File: src/rtl/kgp_pc_pkg.sv
// Shared constants and next-pc source encoding for the KGP-RISC fetch-stage PC unit.
// The source enum is also what the debug trace reports.
package kgp_pc_pkg;

    localparam int DEF_PC_WIDTH  = 32;
    localparam int DEF_RAS_DEPTH = 8;
    localparam int DEF_RESET_PC  = 0;
    localparam int DEF_SHORT_INC = 1;
    localparam int DEF_LONG_INC  = 2;

    typedef enum logic [1:0] {
        SRC_SEQ      = 2'd0,
        SRC_REDIRECT = 2'd1,
        SRC_RAS      = 2'd2
    } pc_src_e;

    // A valid return outranks a taken redirect, which outranks sequential flow.
    function automatic pc_src_e pick_src(input logic ras_hit, input logic redirect);
        pc_src_e src;
        if (ras_hit)
            src = SRC_RAS;
        else if (redirect)
            src = SRC_REDIRECT;
        else
            src = SRC_SEQ;
        return src;
    endfunction

endpackage

File: src/rtl/pc_sequencer_if.sv
// Control/status bundle between decode/execute (master) and the PC sequencer (slave).
interface pc_sequencer_if #(
    parameter int PC_WIDTH  = 32,
    parameter int RAS_DEPTH = 8
);
    localparam int CNT_W = $clog2(RAS_DEPTH + 1);

    logic                stall;
    logic                instr_valid;
    logic                instr_long;
    logic                redirect_valid;
    logic [PC_WIDTH-1:0] redirect_target;
    logic                call;
    logic                ret;
    logic [PC_WIDTH-1:0] pc;
    logic [CNT_W-1:0]    ras_count;
    logic                ras_overflow;
    logic                ras_underflow;

    modport master (
        output stall, instr_valid, instr_long, redirect_valid, redirect_target, call, ret,
        input  pc, ras_count, ras_overflow, ras_underflow
    );

    modport slave (
        input  stall, instr_valid, instr_long, redirect_valid, redirect_target, call, ret,
        output pc, ras_count, ras_overflow, ras_underflow
    );

endinterface

File: src/rtl/pc_sequencer_ras.sv
// Circular return-address stack with sticky overflow/underflow flags.
// push & pop together is a swap: the top entry is replaced, or a plain push when empty.
module return_address_stack #(
    parameter int RAS_DEPTH = 8,
    parameter int PC_WIDTH  = 32
) (
    input  logic                             clk,
    input  logic                             rst,
    input  logic                             push,
    input  logic                             pop,
    input  logic [PC_WIDTH-1:0]              push_data,
    output logic [PC_WIDTH-1:0]              top_data,
    output logic [$clog2(RAS_DEPTH+1)-1:0]   count,
    output logic                             overflow,
    output logic                             underflow
);

    localparam int PTR_W = $clog2(RAS_DEPTH);
    localparam int CNT_W = $clog2(RAS_DEPTH + 1);
    localparam logic [CNT_W-1:0] FULL_CNT = CNT_W'(RAS_DEPTH);

    logic [PC_WIDTH-1:0] mem [RAS_DEPTH];
    logic [PTR_W-1:0]    top;
    logic                empty;
    logic                full;
    logic                swap;
    logic                wr_en;
    logic [PTR_W-1:0]    wr_addr;

    assign empty    = (count == '0);
    assign full     = (count == FULL_CNT);
    assign swap     = push & pop & ~empty;
    assign top_data = mem[top];

    always_comb begin
        wr_en   = 1'b0;
        wr_addr = top;
        if (!rst && push) begin
            wr_en   = 1'b1;
            wr_addr = swap ? top : top + PTR_W'(1);
        end
    end

    // Storage carries no reset; stale entries are unreachable once count is 0.
    always_ff @(posedge clk) begin
        if (wr_en)
            mem[wr_addr] <= push_data;
    end

    always_ff @(posedge clk) begin
        if (rst) begin
            top       <= '0;
            count     <= '0;
            overflow  <= 1'b0;
            underflow <= 1'b0;
        end else if (swap) begin
            top   <= top;
            count <= count;
        end else if (push) begin
            top <= top + PTR_W'(1);
            if (full)
                overflow <= 1'b1;
            else
                count <= count + CNT_W'(1);
            if (pop)
                underflow <= 1'b1;
        end else if (pop) begin
            if (empty) begin
                underflow <= 1'b1;
            end else begin
                top   <= top - PTR_W'(1);
                count <= count - CNT_W'(1);
            end
        end
    end

endmodule

File: src/rtl/pc_sequencer.sv
// Registered program counter for the KGP-RISC fetch stage: sequential advance,
// redirects, and call/return through the return-address stack.
module pc_sequencer
    import kgp_pc_pkg::*;
#(
    parameter int                  PC_WIDTH  = DEF_PC_WIDTH,
    parameter int                  RAS_DEPTH = DEF_RAS_DEPTH,
    parameter logic [PC_WIDTH-1:0] RESET_PC  = PC_WIDTH'(DEF_RESET_PC),
    parameter int                  SHORT_INC = DEF_SHORT_INC,
    parameter int                  LONG_INC  = DEF_LONG_INC
) (
    input  logic           clk,
    input  logic           rst,
    pc_sequencer_if.slave  bus
);

    localparam int CNT_W = $clog2(RAS_DEPTH + 1);

    logic [PC_WIDTH-1:0] pc_q;
    logic [PC_WIDTH-1:0] pc_next;
    logic [PC_WIDTH-1:0] seq;
    logic [PC_WIDTH-1:0] ras_top;
    logic [CNT_W-1:0]    ras_cnt;
    logic                ras_ovf;
    logic                ras_unf;
    logic                advance;
    logic                push;
    logic                pop;
    pc_src_e             src;

    assign advance = bus.instr_valid & ~bus.stall;
    assign seq     = pc_q + (bus.instr_long ? PC_WIDTH'(LONG_INC) : PC_WIDTH'(SHORT_INC));

    // A call with no redirect is a protocol error and is not pushed, unless it is
    // paired with a return (swap), where the return supplies the destination.
    assign push = advance & bus.call & (bus.redirect_valid | bus.ret);
    assign pop  = advance & bus.ret;
    assign src  = pick_src(bus.ret && (ras_cnt != '0), bus.redirect_valid);

    always_comb begin
        pc_next = seq;
        case (src)
            SRC_RAS:      pc_next = ras_top;
            SRC_REDIRECT: pc_next = bus.redirect_target;
            default:      pc_next = seq;
        endcase
    end

    always_ff @(posedge clk) begin
        if (rst)
            pc_q <= RESET_PC;
        else if (advance)
            pc_q <= pc_next;
    end

    return_address_stack #(
        .RAS_DEPTH (RAS_DEPTH),
        .PC_WIDTH  (PC_WIDTH)
    ) u_ras (
        .clk       (clk),
        .rst       (rst),
        .push      (push),
        .pop       (pop),
        .push_data (seq),
        .top_data  (ras_top),
        .count     (ras_cnt),
        .overflow  (ras_ovf),
        .underflow (ras_unf)
    );

    assign bus.pc            = pc_q;
    assign bus.ras_count     = ras_cnt;
    assign bus.ras_overflow  = ras_ovf;
    assign bus.ras_underflow = ras_unf;

endmodule

File: src/flat_wrapper.sv
// flat-port wrapper written by rule: the top's interface ports become plain ports
module pc_sequencer_flat import kgp_pc_pkg::*;
#(
    parameter int                  PC_WIDTH  = DEF_PC_WIDTH,
    parameter int                  RAS_DEPTH = DEF_RAS_DEPTH,
    parameter logic [PC_WIDTH-1:0] RESET_PC  = PC_WIDTH'(DEF_RESET_PC),
    parameter int                  SHORT_INC = DEF_SHORT_INC,
    parameter int                  LONG_INC  = DEF_LONG_INC
)
  (clk, rst, bus_stall, bus_instr_valid, bus_instr_long, bus_redirect_valid, bus_redirect_target, bus_call, bus_ret, bus_pc, bus_ras_count, bus_ras_overflow, bus_ras_underflow);
  pc_sequencer_if #(.PC_WIDTH(PC_WIDTH), .RAS_DEPTH(RAS_DEPTH)) bus_i ();
  input  logic clk;
  input  logic rst;
  input wire logic [$bits(bus_i.stall)-1:0] bus_stall;
  input wire logic [$bits(bus_i.instr_valid)-1:0] bus_instr_valid;
  input wire logic [$bits(bus_i.instr_long)-1:0] bus_instr_long;
  input wire logic [$bits(bus_i.redirect_valid)-1:0] bus_redirect_valid;
  input wire logic [$bits(bus_i.redirect_target)-1:0] bus_redirect_target;
  input wire logic [$bits(bus_i.call)-1:0] bus_call;
  input wire logic [$bits(bus_i.ret)-1:0] bus_ret;
  output wire logic [$bits(bus_i.pc)-1:0] bus_pc;
  output wire logic [$bits(bus_i.ras_count)-1:0] bus_ras_count;
  output wire logic [$bits(bus_i.ras_overflow)-1:0] bus_ras_overflow;
  output wire logic [$bits(bus_i.ras_underflow)-1:0] bus_ras_underflow;
  assign bus_i.stall = bus_stall;
  assign bus_i.instr_valid = bus_instr_valid;
  assign bus_i.instr_long = bus_instr_long;
  assign bus_i.redirect_valid = bus_redirect_valid;
  assign bus_i.redirect_target = bus_redirect_target;
  assign bus_i.call = bus_call;
  assign bus_i.ret = bus_ret;
  assign bus_pc = bus_i.pc;
  assign bus_ras_count = bus_i.ras_count;
  assign bus_ras_overflow = bus_i.ras_overflow;
  assign bus_ras_underflow = bus_i.ras_underflow;
  pc_sequencer #(.PC_WIDTH(PC_WIDTH), .RAS_DEPTH(RAS_DEPTH), .RESET_PC(RESET_PC), .SHORT_INC(SHORT_INC), .LONG_INC(LONG_INC)) u_core (.clk(clk), .rst(rst), .bus(bus_i));
endmodule
File: config.mk
export PLATFORM = sky130hd
export DESIGN_NAME = pc_sequencer_flat
export DESIGN_NICKNAME = d
export VERILOG_FILES = /design/src/rtl/kgp_pc_pkg.sv /design/src/rtl/pc_sequencer_if.sv /design/src/rtl/pc_sequencer_ras.sv /design/src/rtl/pc_sequencer.sv /design/src/flat_wrapper.sv
export SDC_FILE = /design/constraint.sdc
export NUM_CORES = 1
export LEC_CHECK = 0
export BUFFER_PORTS_ARGS = -buffer_cell sky130_fd_sc_hd__buf_2
export CAP_MARGIN = 15
export CORE_ASPECT_RATIO = 0.7
export CORE_MARGIN = 1.5
export CORE_UTILIZATION = 40
export CTS_CLUSTER_SIZE = 12
export DETAILED_ROUTE_END_ITERATION = 16
export GPL_ROUTABILITY_DRIVEN = 0
export PLACE_DENSITY_LB_ADDON = 0.1
export SYNTH_ARGS = -nofsm -noshare
export SYNTH_HDL_FRONTEND = slang
export SYNTH_HIERARCHICAL = 1
export SYNTH_SLANG_ARGS = --single-unit
File: constraint.sdc
create_clock -name clk -period 4.6 [get_ports clk]
set_clock_uncertainty 0.1 [all_clocks]
set_input_delay 0.92 -clock clk [delete_from_list [all_inputs] [get_ports clk]]
set_output_delay 0.92 -clock clk [all_outputs]
set_load 0.02 [all_outputs]
Word-level counts from Yosys, hierarchy flattened
Memory sizes are Yosys's and may differ from the RTL's. A register that Yosys moved wholly into a read port is not among the register bits.
Index checks and enable logic that the tools add are counted.

storage, ports and cells
  bits of input ports = 40
  logic and storage cells = 59
  output and inout bits = 38
  register bits after elaboration = 41
  memories = 1
  bits in writable memories = 256

memories
  memory            depth  bits a word  rd ports  clocked after Yosys merged registers in  wr ports  line                    text
  u_core.u_ras.mem  8      32           1         1                                        1         pc_sequencer_ras.sv:22  logic [PC_WIDTH-1:0] mem [RAS_DEPTH];

cells by class
  add/subtract/negate cells = 5
  bitwise gates (word level) = 10
  multiplexer cells = 22
  reductions and logical operators = 11
  eq/ne operators = 5

operators by type and width
  kind                                                                 number
  32-bit case mux with 2 select lines                                  1
  32-bit adder                                                         1
  3-bit 2-to-1 mux                                                     7
  4-bit 2-to-1 mux                                                     4
  3-bit AND reduction                                                  3
  1-bit 2-to-1 mux                                                     8
  1-bit AND                                                            6
  4-bit by 1-bit adder with 4-bit output (second input constant)       1
  4-bit == test (second input constant)                                1
  4-bit zero test                                                      1
  2-bit 2-to-1 mux                                                     2
  2-bit inequality test (second input constant)                        2
  4-bit AND reduction                                                  1
  2-bit nonzero test                                                   2
  4-bit nonzero test                                                   1
  4-bit by 1-bit subtractor with 4-bit output (second input constant)  1
  3-bit by 1-bit adder with 3-bit output (second input constant)       1
  1-bit inverter                                                       3
  3-bit by 1-bit subtractor with 3-bit output (second input constant)  1
  2-bit by 1-bit == test with 1-bit output (second input constant)     1
  2-bit == test (second input constant)                                1
  1-bit logical AND                                                    2
  1-bit zero test                                                      1
  1-bit OR                                                             1

Longest topological paths before layout
Gate-level depths: netlist of run 1.

  depth after elaboration = 10
  depth in mapped cells = 11
  depth with buffers taken out = 9

By module
Netlist of run 1, hierarchy kept.

by module, submodules not included
  module                times used  cells each  area each (um2)  sequential area each (um2)
  return_address_stack  1           479         10,490.1         7,927.6
  pc_sequencer          1           386         2,730.1          640.6

Least setup slack after synthesis of run 1
No wires, ideal clock.

  path kind = input to register
  start point = input port bus_redirect_valid
  end point = memory u_core.u_ras.mem[6][0] (enable)
  stages on the path = 8
  required time = 4.034 ns
  setup slack = -0.385 ns
  buffers on the path = 3
  library setup time = 0.466 ns
  arrival time = 4.420 ns
  cell sequence = clkbuf_1 > clkbuf_1 > o21ai_0 > nor2_1 > clkbuf_2 > nor2b_1 > nand4_1 > o21ai_0

between the ends
  longest elaborated chain between the ends = 6
  elaborated cells between the ends (all ways) = 10
  classes of those cells = mux (5); bitwise (4); reduce/logical (1)

RTL lines
  item                                                  line                                            text
  start, declared                                       flat_wrapper.sv:17                              input wire logic [$bits(bus_i.redirect_valid)-1:0] bus_redirect_valid;
  1-bit OR (*)                                          pc_sequencer.sv:36                              assign push = advance & bus.call & (bus.redirect_valid | bus.ret);
  1-bit AND (*)                                         pc_sequencer.sv:36
  net u_core.push                                       pc_sequencer.sv:27                              logic push;
  1-bit AND or 1-bit logical AND (tied branches)        pc_sequencer_ras.sv:32, pc_sequencer_ras.sv:38
  1-bit AND or 1-bit 2-to-1 mux (tied branches)         pc_sequencer_ras.sv:32, pc_sequencer_ras.sv:38
  3-bit 2-to-1 mux or 1-bit 2-to-1 mux (tied branches)  pc_sequencer_ras.sv:40, pc_sequencer_ras.sv:46
  3-bit 2-to-1 mux or 1-bit 2-to-1 mux (tied branches)  pc_sequencer_ras.sv:38, pc_sequencer_ras.sv:47
  end, declared                                         pc_sequencer_ras.sv:22

The timed path passes the listed nets; every way through them passes the cells marked *.

Worst setup path after layout of run 1
  start point = input port bus_instr_long
  end point = memory u_core.u_ras.mem[6][28], data pin

between the ends
  longest elaborated chain between the ends = 2

RTL lines
  item                line                text
  start, declared     flat_wrapper.sv:16  input wire logic [$bits(bus_i.instr_long)-1:0] bus_instr_long;
  2-bit 2-to-1 mux    pc_sequencer.sv:32  assign seq = pc_q + (bus.instr_long ? PC_WIDTH'(LONG_INC) : PC_WIDTH'(SHORT_INC));
  32-bit adder        pc_sequencer.sv:32
  net u_core.seq[28]  pc_sequencer.sv:21  logic [PC_WIDTH-1:0] seq;

The timed path passes the listed nets, and every way through them passes these cells.

==> results by group, run 1 <==
Outcome
  • Status: finished, final reports clean

Die
  • Core Region: ~32000 um^2
  • Starting Density: 40.8%
  • Site Rows: 55
  • Die H: 155 um
  • Die W: about 220 um
  • Boundary pin count: between 70 and 80
  • Die area: around 34000 um^2

Worst setup path
  • Crit-path cells: buf_2 > inv_1 > ha_1 > inv_1 > fa_1 > nand3b_1 > buf_4 > nor4_1 > buf_4 > and4_1 > xor2_1
  • Worst path top cell family by delay: simple AND/OR/NAND/NOR gates
  • Master of the slowest instance on the critical path: xor2_1
  • Worst EP required: 4.79 ns
  • Arrival time worst endpoint: 3.55 ns
  • Kind of start point of the critical path: input pin
  • Worst setup EP type: register
  • Critical path class: in2reg
  • Critical Path Fanout Max: 8
  • CP peak stage delay: 0.44 ns
  • WP buf/inv: 5

Clock network
  • CTS Buffer Depth: 3
  • Cts repair resizes: 0
  • TritonCTS buffer count: 30
  • Num Clock Sinks: 300
  • Clk_lat worst skew: about 0.57 ns
  • Buffers inserted by post-CTS timing repair: 0
  • H-tree levels: 1
  • Clk root buf: clkbuf_16
  • Hold buffers post-CTS: 0
  • Reg clk slew, reported paths: 0.06 ns
  • CTS tree: built

Placement
  • Input/output buffers: 77
  • DP Cell Count: 1343
  • Dpl ws: ~0.65 ns
  • Final HPWL from detailed placement: 21200 um

STA
  • Achievable Freq: about 300 MHz
  • Worst-Margin Slew: 1.05 ns
  • Period minus WS final: ~3.4 ns
  • RSZ-0062 raised after global routing: false
  • Final Max Slew Viols: 0
  • Relative slew slack: 30.1%
  • Final Hold Fails: 0
  • Crit share post-route: 73.0%
  • Fin worst setup slack: 1.24 ns
  • Final setup viols: 0

Detailed routing
  • Post-DRT Antenna Nets: 0
  • Via count: 8058
  • Drt first pass iters: 7
  • Routed met3 length: 2310 um
  • Wl on met1: 16700 um
  • Met2 WL: 15700 um
  • Routed via count divided by cell count: 5.76
  • Initial DRC Count: between 600 and 700
  • Final WL: 35500 um
  • Max Used Layer: met4
  • WL/cell: 25.4 um
  • Residual DRC: 0

GRT
  • Vias in the first global route: 7952
  • First-pass GRT wire length: 52700 um
  • Grt ovf: 0
  • Pin count of the biggest net entering global routing: 57
  • Initial antenna violation count: 0
  • Overall Global Routing Usage: 21.3%

Synth
  • Top FF cell, synth: edfxtp_1
  • Post-synthesis mux area share: 13.9%
  • Post-synth EDFFs: roughly 260
  • FFs w/ async S/R, synth: 0%
  • Combinational family with the most area after synthesis: multiplexers
  • Synth Area in Compound Gates: about 7.5%
  • Syn Area/Cell: roughly 15 um^2
  • Seq/Total Area, Yosys: roughly 65%
  • Synth Net Count: 913
  • Distinct cells, synth: 78
  • Cells after Synth: 865
  • Post-Synthesis Cell Area: 13200 um^2
  • Xor and xnor area share after synthesis: 2.39%
  • Synth Area in Adders: 0.871%
  • Synthesis warning total: 6
  • #FFs+latches synth: 300
  • Post-Synth Simple-Gate Area: a little under 8%

Pwr
  • Leakage power: between 4 and 5 nW
  • VDD IR max: 291 uV
  • Pwr/cell area: 389 nW/um^2

Finish
  • Post-layout util: 46.9%
  • # diodes: 0
  • Layout cells sized above 1: between 20% and 30%
  • Nets@finish: 996
  • Most frequent cells in the layout: 256 x edfxtp_1, 77 x buf_2, 64 x mux4_2
  • Commonest non-fill, non-tap cell in the layout: edfxtp_1
  • Area growth from synthesis to layout: 14.9%
  • Finished Layout Cells: 1398

Run
  • Max_cap viols: 0

Worst hold path
  • Hold Crit Class: reg2reg
==> stage by stage <==
stage	TNS [ns]	total power (W)	hold slack, ns	cell area, um^2
floorplan	-24.65	0.00347	0.433	13200
global placement	0	0.00366	0.355	14300
detailed placement	0	0.00366	0.360	14300
CTS	0	0.00597	0.381	15200
global route	0	0.00612	0.394	15200
finish	0	0.00590	0.375	15200
==> flip-flops by register name (all words and copies together) (netlist names), named ones only <==
signal                  cells
u_core/u_ras/count          4
u_core/u_ras/overflow       1
u_core/u_ras/underflow      1
u_core/u_ras/mem          256
u_core/bus.pc              32
u_core/u_ras/top            3
==> metal layers <==
layer,vias up,global-route usage (%)
li1,3604,-
met1,4160,32.0
met2,245,31.5
met3,49,4.36
met4,0,5.22
met5,-,0
==> worst min-delay path, cell delays in order, from the launching register on <==
cell and delay, ns:
dfxtp_1 0.33, a41oi_1 0.05, nor2_1 0.07
==> synth_stat cells, types with 18 or more instances <==
| cell type | instances | area share [%] |
|---|---|---|
| a21oi_1 | 34 | 1.3 |
| mux4_2 | 64 | 11 |
| edfxtp_1 | 256 | 58 |
| nor3_1 | 18 | 0.68 |
| dfxtp_1 | 44 | 6.7 |
| nor2_1 | 48 | 1.4 |
| xnor2_1 | 24 | 1.6 |
| mux2_2 | 33 | 2.8 |
| nand3_1 | 25 | 0.95 |
| nand2_1 | 37 | 1.1 |
| o21ai_0 | 36 | 1.4 |
| clkbuf_1 | 37 | 1.1 |
==> final timing paths <==
| kind | cells after the start | slack, ns | end | from |
|---|---|---|---|---|
| setup / recovery | 11 | 1.24 | u_core/u_ras/mem[6][28] | bus_instr_long |
| hold / removal | 2 | 0.38 | u_core/u_ras/overflow | u_core/u_ras/overflow |
| setup reg to reg | 9 | 1.38 | u_core/u_ras/mem[6][28] | u_core/bus.pc[0] |
| hold reg to reg | 2 | 0.38 | u_core/u_ras/overflow | u_core/u_ras/overflow |
==> layout make-up <==
class	count	area [um^2]
fill	2833	17200
inverter	19	71.3
clock inverter	5	48.8
timing repair buffer	111	703
tap	427	534
multi-input combinational	486	4400
sequential	300	8580
clock buffer	50	857
==> power by group <==
group | internal [W] | total, W | switching [W]
sequential | 0.00300 | 0.00308 | 0.0000854
combinational | 0.000213 | 0.000508 | 0.000296
clock | 0.00132 | 0.00231 | 0.000997
==> kinds of logic (layout without fill, tap and decap cells) <==
kind of cell,Yosys count,in the layout
compound gates,147,147
xor+xnor,36,36
fa+ha+maj,8,8
buf+inv,79,185
flops,300,300
mux,99,99
simple gates,196,196
(Power assumes the default switching activity.)
==> run 2, diff against run 1 <==
Clock period 4.6 ns to 3.5 ns, I/O delays scaled along.
==> run 2 against run 1 <==
  * Sequential power increased by 31%
  * Largest power group unchanged
  * Sequential share of layout area shrank 1.7 points
  * Power grew 40%
  * Critical path type is now reg2reg
  * Global-route usage rose by 0.36 points
  * First-iteration DRC count grew 13%
  * Combinational power increased by 43%
  * Count of clock-buffer cells in the layout down 4
==> results by group, run 2 (synthesis gave the netlist of run 1 again) <==
Pwr
  • Comb pwr share: 8.8% (was 8.6%)
  • Total chip power: 0.00828 W (was 0.00590 W)
  • Internal Power: 0.00635 W (was 0.00453 W)
  • Seq pwr share: 48.7% (was 52.2%)
  • Pwr/cell area: 528 nW/um^2 (was 389 nW/um^2)
  • Sw Share: 23.3% (about the same)
  • Power share of the clock group: 42.6% (was 39.1%)
  • Leakage power: 5.27 nW (was 5.00 nW)
  • Switching power: 0.00193 W (was 0.00138 W)
  • VDD IR max: 345 uV (was 291 uV)

Worst hold path
  • Hold Crit Class: reg2reg (unchanged)
  • Hold_sp: u_core/u_ras/underflow (was u_core/u_ras/overflow)

GRT
  • Overall Global Routing Usage: 21.6% (was 21.3%)
  • First-pass GRT wire length: 53600 um (was 52700 um)
  • Vias in the first global route: 8165 (was 7952)
  • Pin count of the biggest net entering global routing: 48 (was 57)
  • Grt ovf: 0 (unchanged)
  • Initial antenna violation count: 0 (unchanged)

STA
  • Final setup viols: 0 (unchanged)
  • RSZ-0062 raised after global routing: false (unchanged)
  • Worst-Margin Slew: 0.827 ns (was 1.05 ns)
  • Final Max Slew Viols: 0 (unchanged)
  • Achievable Freq: ~320 MHz
  • Crit share post-route: about nine tenths
  • Final Hold Fails: 0 (unchanged)
  • Relative slew slack: 44.7% (was 30.1%)
  • Period minus WS final: between 3 and 4 ns
  • Setup TNS Final: 0 ns (unchanged)
  • Fin Hold WS: 0.370 ns (was 0.375 ns)

Detailed routing
  • Drt first pass iters: 8 (was 7)
  • Via count: 8201 (was 8058)
  • Routed via count divided by cell count: 5.72 (was 5.76)
  • Final WL: 35900 um (was 35500 um)
  • Post-DRT Antenna Nets: 0 (unchanged)
  • Residual DRC: 0 (unchanged)
  • Initial DRC Count: 784 (was 695)
  • WL/cell: 25.1 um (was 25.4 um)

Worst setup path
  • Critical path class: reg2reg (was in2reg)
  • Critical Path Fanout Max: 8 (unchanged)
  • Master of the slowest instance on the critical path: or4_1 (was xor2_1)
  • Worst EP required: 3.64 ns (was 4.79 ns)
  • Kind of start point of the critical path: register (was input pin)
  • Worst setup EP type: register (unchanged)
  • Crit-path cells: ha_1 > inv_1 > fa_1 > nand3b_1 > or4_1 > nor2_1 > nand2_1 > xnor2_1 (was buf_2 > inv_1 > ha_1 > inv_1 > fa_1 > nand3b_1 > buf_4 > nor4_1 > buf_4 > and4_1 > xor2_1)
  • Worst setup path startpoint: u_core/bus.pc[0] (was bus_instr_long)
  • R2R Path Start: u_core/bus.pc[0] (unchanged)
  • CP peak stage delay: 0.63 ns (was 0.44 ns)
  • Arrival time worst endpoint: 3.31 ns (was 3.55 ns)

Die
  • Site Rows: 55 (unchanged)
  • Die area: 34200 um^2 (unchanged)
  • Starting Density: 40.8% (unchanged)
  • Die H: 155 um (unchanged)
  • Core Region: 32400 um^2 (unchanged)
  • Boundary pin count: 78 (unchanged)
  • Die W: 220 um (unchanged)

Clock network
  • Reg clk slew, reported paths: 0.06 ns (about the same)
  • CTS Buffer Depth: 3 (unchanged)
  • Num Clock Sinks: 300 (unchanged)
  • TritonCTS buffer count: 34 (was 30)
  • CTS tree: built (unchanged)
  • H-tree levels: 2 (was 1)
  • Clk root buf: clkbuf_16 (unchanged)
  • Hold buffers post-CTS: 0 (unchanged)
  • Cts repair resizes: 0 (unchanged)
  • Buffers inserted by post-CTS timing repair: 0 (unchanged)
  • Clk_lat worst skew: 0.53 ns (was 0.57 ns)

Finish
  • Area growth from synthesis to layout: 18.6% (was 14.9%)
  • Nets@finish: 1032 (was 996)
  • Register with the most flip-flops: u_core/u_ras/mem (unchanged)
  • Commonest non-fill, non-tap cell in the layout: edfxtp_1 (unchanged)
  • Most frequent cells in the layout: 256 x edfxtp_1, 77 x buf_2, 64 x mux4_2 (unchanged)
  • Max FFs per register: 256 (unchanged)
  • # diodes: 0 (unchanged)
  • Layout cells sized above 1: 31.7% (was 28.6%)

Placement
  • Final HPWL from detailed placement: 21600 um (was 21200 um)
  • Input/output buffers: 77 (unchanged)

Run
  • Max_cap viols: 0 (unchanged)

Outcome
  • Status: finished, final reports clean (unchanged)
run 2: cell types whose count changed in the layout (fill, tap and decap cells not counted), moves of 4 or more:
| cell | change |
|---|---|
| clkbuf_1 | -11 |
| clkbuf_16 | +6 |
| buf_4 | +27 |
| buf_12 | +5 |
| clkinv_1 | +4 |
run 2: power by group through the flow:
stage | registers, W | logic (W) | clock network, W
6_report | 0.00403 | 0.000726 | 0.00352
5_1_grt | 0.00404 | 0.000791 | 0.00373
4_1_cts | 0.00403 | 0.000731 | 0.00361
3_5_place_dp | 0.00411 | 0.000728 | 0
3_3_place_gp | 0.00411 | 0.000725 | 0
2_1_floorplan | 0.00409 | 0.000467 | 0
run 2: per-stage QoR:
stage | instances | util (%) | area, um^2 | setup WS (ns)
6_report | 1433 | 48.4 | 15700 | 0.337
5_1_grt | 1433 | 48.4 | 15700 | 0.150
4_1_cts | 1433 | 48.4 | 15700 | 0.304
3_5_place_dp | 1375 | 45.0 | 14600 | -0.151
3_3_place_gp | 1375 | 45.0 | 14600 | -0.117
2_1_floorplan | 865 | - | 13300 | -0.413
run 2: worst max-delay path, delay by kind of cell, from the launching register on:
| kind | cells | cell delay (ns) |
|---|---|---|
| and+or+nand+nor | 4 | 1.27 |
| adders and majority gates | 2 | 0.60 |
| xor gates and xnor gates | 1 | 0.49 |
| DFF | 1 | 0.38 |
| buffers and inverters | 1 | 0.06 |
run 2: final timing paths:
check / to / depth (start not counted) / slack (ns)
worst max-delay path: u_core/u_ras/mem[5][20] / 8 / 0.34
worst min-delay path: u_core/u_ras/underflow / 2 / 0.37
worst max register to register: u_core/u_ras/mem[5][20] / 8 / 0.34
worst min register to register: u_core/u_ras/underflow / 2 / 0.37
run 2: routing by layer:
layer / vias up / share of wire (%) / track usage, %
met2: 289 / 44 / 31.5
met1: 4167 / 47 / 32.7
met5: - / 0 / 0
met4: 0 / 2.6 / 6.84
li1: 3674 / - / -
met3: 71 / 6.6 / 3.97
run 2: layout make-up:
class	count	area (um^2)
inverters	19	71.3
flip-flops and latches	300	8580
well taps	427	534
clock inverters	12	110
repair buffers	143	1010
multi-input cells	486	4400
fillers	2823	16700
clock buffers	46	980
==> run 3, diff against run 2 <==
Settings changed: BUFFER_PORTS_ARGS -buffer_cell sky130_fd_sc_hd__buf_2 to not set, DONT_BUFFER_PORTS set to 1.
==> run 3 against run 2 <==
  * Highest routed layer is now met5
  * Maximum frequency down 0.38%
  * Setup slack worse by 0.012 ns
  * Flip-flop and latch count did not move
  * Power decreased by 5.0%
  * Hold slack got worse by 0.26 ns
==> results by group, run 3 (synthesis gave the netlist of run 1 again) <==
Finish
  • Commonest non-fill, non-tap cell in the layout: edfxtp_1 (unchanged)
  • Nets@finish: 943 (was 1032)
  • Register with the most flip-flops: u_core/u_ras/mem (unchanged)
  • Area taken by multi-input logic gates: 4400 um^2 (unchanged)
  • Area growth from synthesis to layout: 14.4% (was 18.6%)
  • Most frequent cells in the layout: 256 x edfxtp_1, 64 x mux4_2, 45 x buf_4, 45 x nor2_1, 41 x dfxtp_1 (was 256 x edfxtp_1, 77 x buf_2, 64 x mux4_2)
  • Filler cell count: 2782 (was 2823)
  • Design area: 15100 um^2 (was 15700 um^2)
  • Max FFs per register: 256 (unchanged)
  • Layout cells sized above 1: 24.7% (was 31.7%)
  • Register area: 8570 um^2 (was 8580 um^2)

Placement
  • Dpl ws: -0.106 ns (was -0.151 ns)
  • Final HPWL from detailed placement: 22000 um (was 21600 um)
  • Placed Area: 14200 um^2 (was 14600 um^2)
  • Input/output buffers: 0 (was 77)

Run
  • Max_cap viols: 0 (unchanged)

STA
  • Period minus WS final: 3.18 ns (was 3.16 ns)
  • Crit share post-route: 90.7% (was 90.4%)
  • Achievable Freq: 315 MHz (was 316 MHz)
  • Fin Hold WS: 0.108 ns (was 0.370 ns)
  • Final Max Slew Viols: 0 (unchanged)
  • RSZ-0062 raised after global routing: false (unchanged)
  • Fin worst setup slack: 0.325 ns (was 0.337 ns)
  • Final setup viols: 0 (unchanged)
  • Worst-Margin Slew: 0.965 ns (was 0.827 ns)
  • Final Hold Fails: 0 (unchanged)
  • Relative slew slack: 35.1% (was 44.7%)

Die
  • Starting Density: 40.8% (unchanged)
  • Die H: 155 um (unchanged)
  • Core Region: 32400 um^2 (unchanged)
  • Site Rows: 55 (unchanged)
  • Die W: 220 um (unchanged)
  • Boundary pin count: 78 (unchanged)
  • Die area: 34200 um^2 (unchanged)

Clock network
  • Reg clk slew, reported paths: 0.06 ns (about the same)
  • TritonCTS buffer count: 31 (was 34)
  • Clk_lat worst skew: 0.58 ns (was 0.53 ns)
  • Cts repair resizes: 0 (unchanged)
  • CTS tree: built (unchanged)
  • Num Clock Sinks: 300 (unchanged)
  • Hold buffers post-CTS: 0 (unchanged)
  • Clk root buf: clkbuf_16 (unchanged)
  • Buffers inserted by post-CTS timing repair: 0 (unchanged)
  • CTS Buffer Depth: 3 (unchanged)
  • H-tree levels: 1 (was 2)

GRT
  • Overall Global Routing Usage: 21.6% (about the same)
  • Grt met1 use: 31.6% (was 32.7%)
  • Vias in the first global route: 8041 (was 8165)
  • First-pass GRT wire length: 53500 um (was 53600 um)
  • Pin count of the biggest net entering global routing: 48 (unchanged)
  • GR Layer Usage met3: 4.01% (was 3.97%)
  • Grt met2 use: 33.5% (was 31.5%)
  • Gr busiest metal: met2 (was met1)
  • Initial antenna violation count: 4 (was 0)
  • Grt ovf: 0 (unchanged)

Pwr
  • Leakage power: 4.81 nW (was 5.27 nW)
  • Pwr/cell area: 520 nW/um^2 (was 528 nW/um^2)
  • VDD IR max: 280 uV (was 345 uV)

Worst setup path
  • Worst reg-to-reg setup slack: 0.32 ns (was 0.34 ns)
  • Kind of start point of the critical path: register (unchanged)
  • Critical path class: reg2reg (unchanged)
  • Worst setup EP type: register (unchanged)
  • Worst EP required: 3.70 ns (was 3.64 ns)
  • RR Endpoint: u_core/u_ras/mem[0][28] (was u_core/u_ras/mem[5][20])
  • R2R Path Start: u_core/bus.pc[0] (unchanged)
  • Critical Path Fanout Max: 12 (was 8)
  • Arrival time worst endpoint: 3.38 ns (was 3.31 ns)
  • FF-to-FF path depth: 9 (was 8)

Detailed routing
  • Residual DRC: 0 (unchanged)
  • Final WL: 35900 um (about the same)
  • Initial DRC Count: 756 (was 784)
  • Routed via count divided by cell count: 5.89 (was 5.72)
  • Via count: 7943 (was 8201)
  • Drt first pass iters: 5 (was 8)
  • Post-DRT Antenna Nets: 0 (unchanged)
  • WL/cell: 26.7 um (was 25.1 um)

Worst hold path
  • Worst Hold Path Cells: 1 (was 2)
  • Hold Crit Class: in2reg (was reg2reg)
  • Hold_sp: rst (was u_core/u_ras/underflow)
  • Hold Path End: u_core/u_ras/count[0] (was u_core/u_ras/underflow)

Outcome
  • Status: finished, final reports clean (unchanged)
## run 3: cell type report
| type | instances | area share, % |
|---|---|---|
| clock inverters | 9 | 0.629 |
| multi-input cells | 486 | 29.1 |
| clock buffers | 49 | 5.77 |
| diodes | 1 | 0.0165 |
| repair buffers | 57 | 3.82 |
| flip-flops and latches | 300 | 56.7 |
| well taps | 427 | 3.53 |
| inverters | 19 | 0.472 |
## run 3: how the worst max path moves through the flow
stage	slack, ns	to	depth (start not counted)	start
after floorplan	-0.41	u_core/u_ras/mem[6][0]	8	bus_redirect_valid
after global placement	0.02	u_core/u_ras/mem[6][28]	10	bus_instr_long
after detailed placement	-0.11	u_core/u_ras/mem[6][28]	10	bus_instr_long
after CTS	0.37	u_core/u_ras/mem[5][28]	9	u_core/bus.pc[0]
after global routing	0.16	u_core/u_ras/mem[1][28]	9	u_core/bus.pc[0]
final	0.32	u_core/u_ras/mem[0][28]	9	u_core/bus.pc[0]
## run 3: report_power, final
group | internal (W) | leakage (nW) | total (W) | switching, W
Clock | 0.00185 | 0.471 | 0.00317 | 0.00132
Sequential | 0.00394 | 2.72 | 0.00404 | 0.0000925
Combinational | 0.000276 | 1.63 | 0.000661 | 0.000385
Total | 0.00607 | 4.81 | 0.00787 | 0.00180
## run 3: layer usage
layer | routed length, um | up-vias | part of all wire [%]
li1 | - | 3500 | -
met1 | 16300 | 4111 | 45
met2 | 16600 | 272 | 46
met3 | 2300 | 58 | 6.4
met4 | 765 | 2 | 2.1
met5 | 7 | - | 0.019
## run 3: stage by stage
step                power, W  setup TNS [ns]  std cells  util [%]
floorplan            0.00456          -26.45        865         -
global placement     0.00476               0       1289      43.7
detailed placement   0.00477           -1.25       1289      43.7
CTS                  0.00794               0       1347      46.7
global route         0.00815               0       1348      46.7
finish               0.00787               0       1348      46.7
## run 3: critical path, stage by stage, from the launching register on
cell and delay [ns]:
dfxtp_1 0.34, ha_1 0.20, inv_1 0.07, fa_1 0.41, nand3b_1 0.27, buf_4 0.27, nor4_1 0.33, buf_4 0.20
and4_1 0.27, xor2_1 0.45
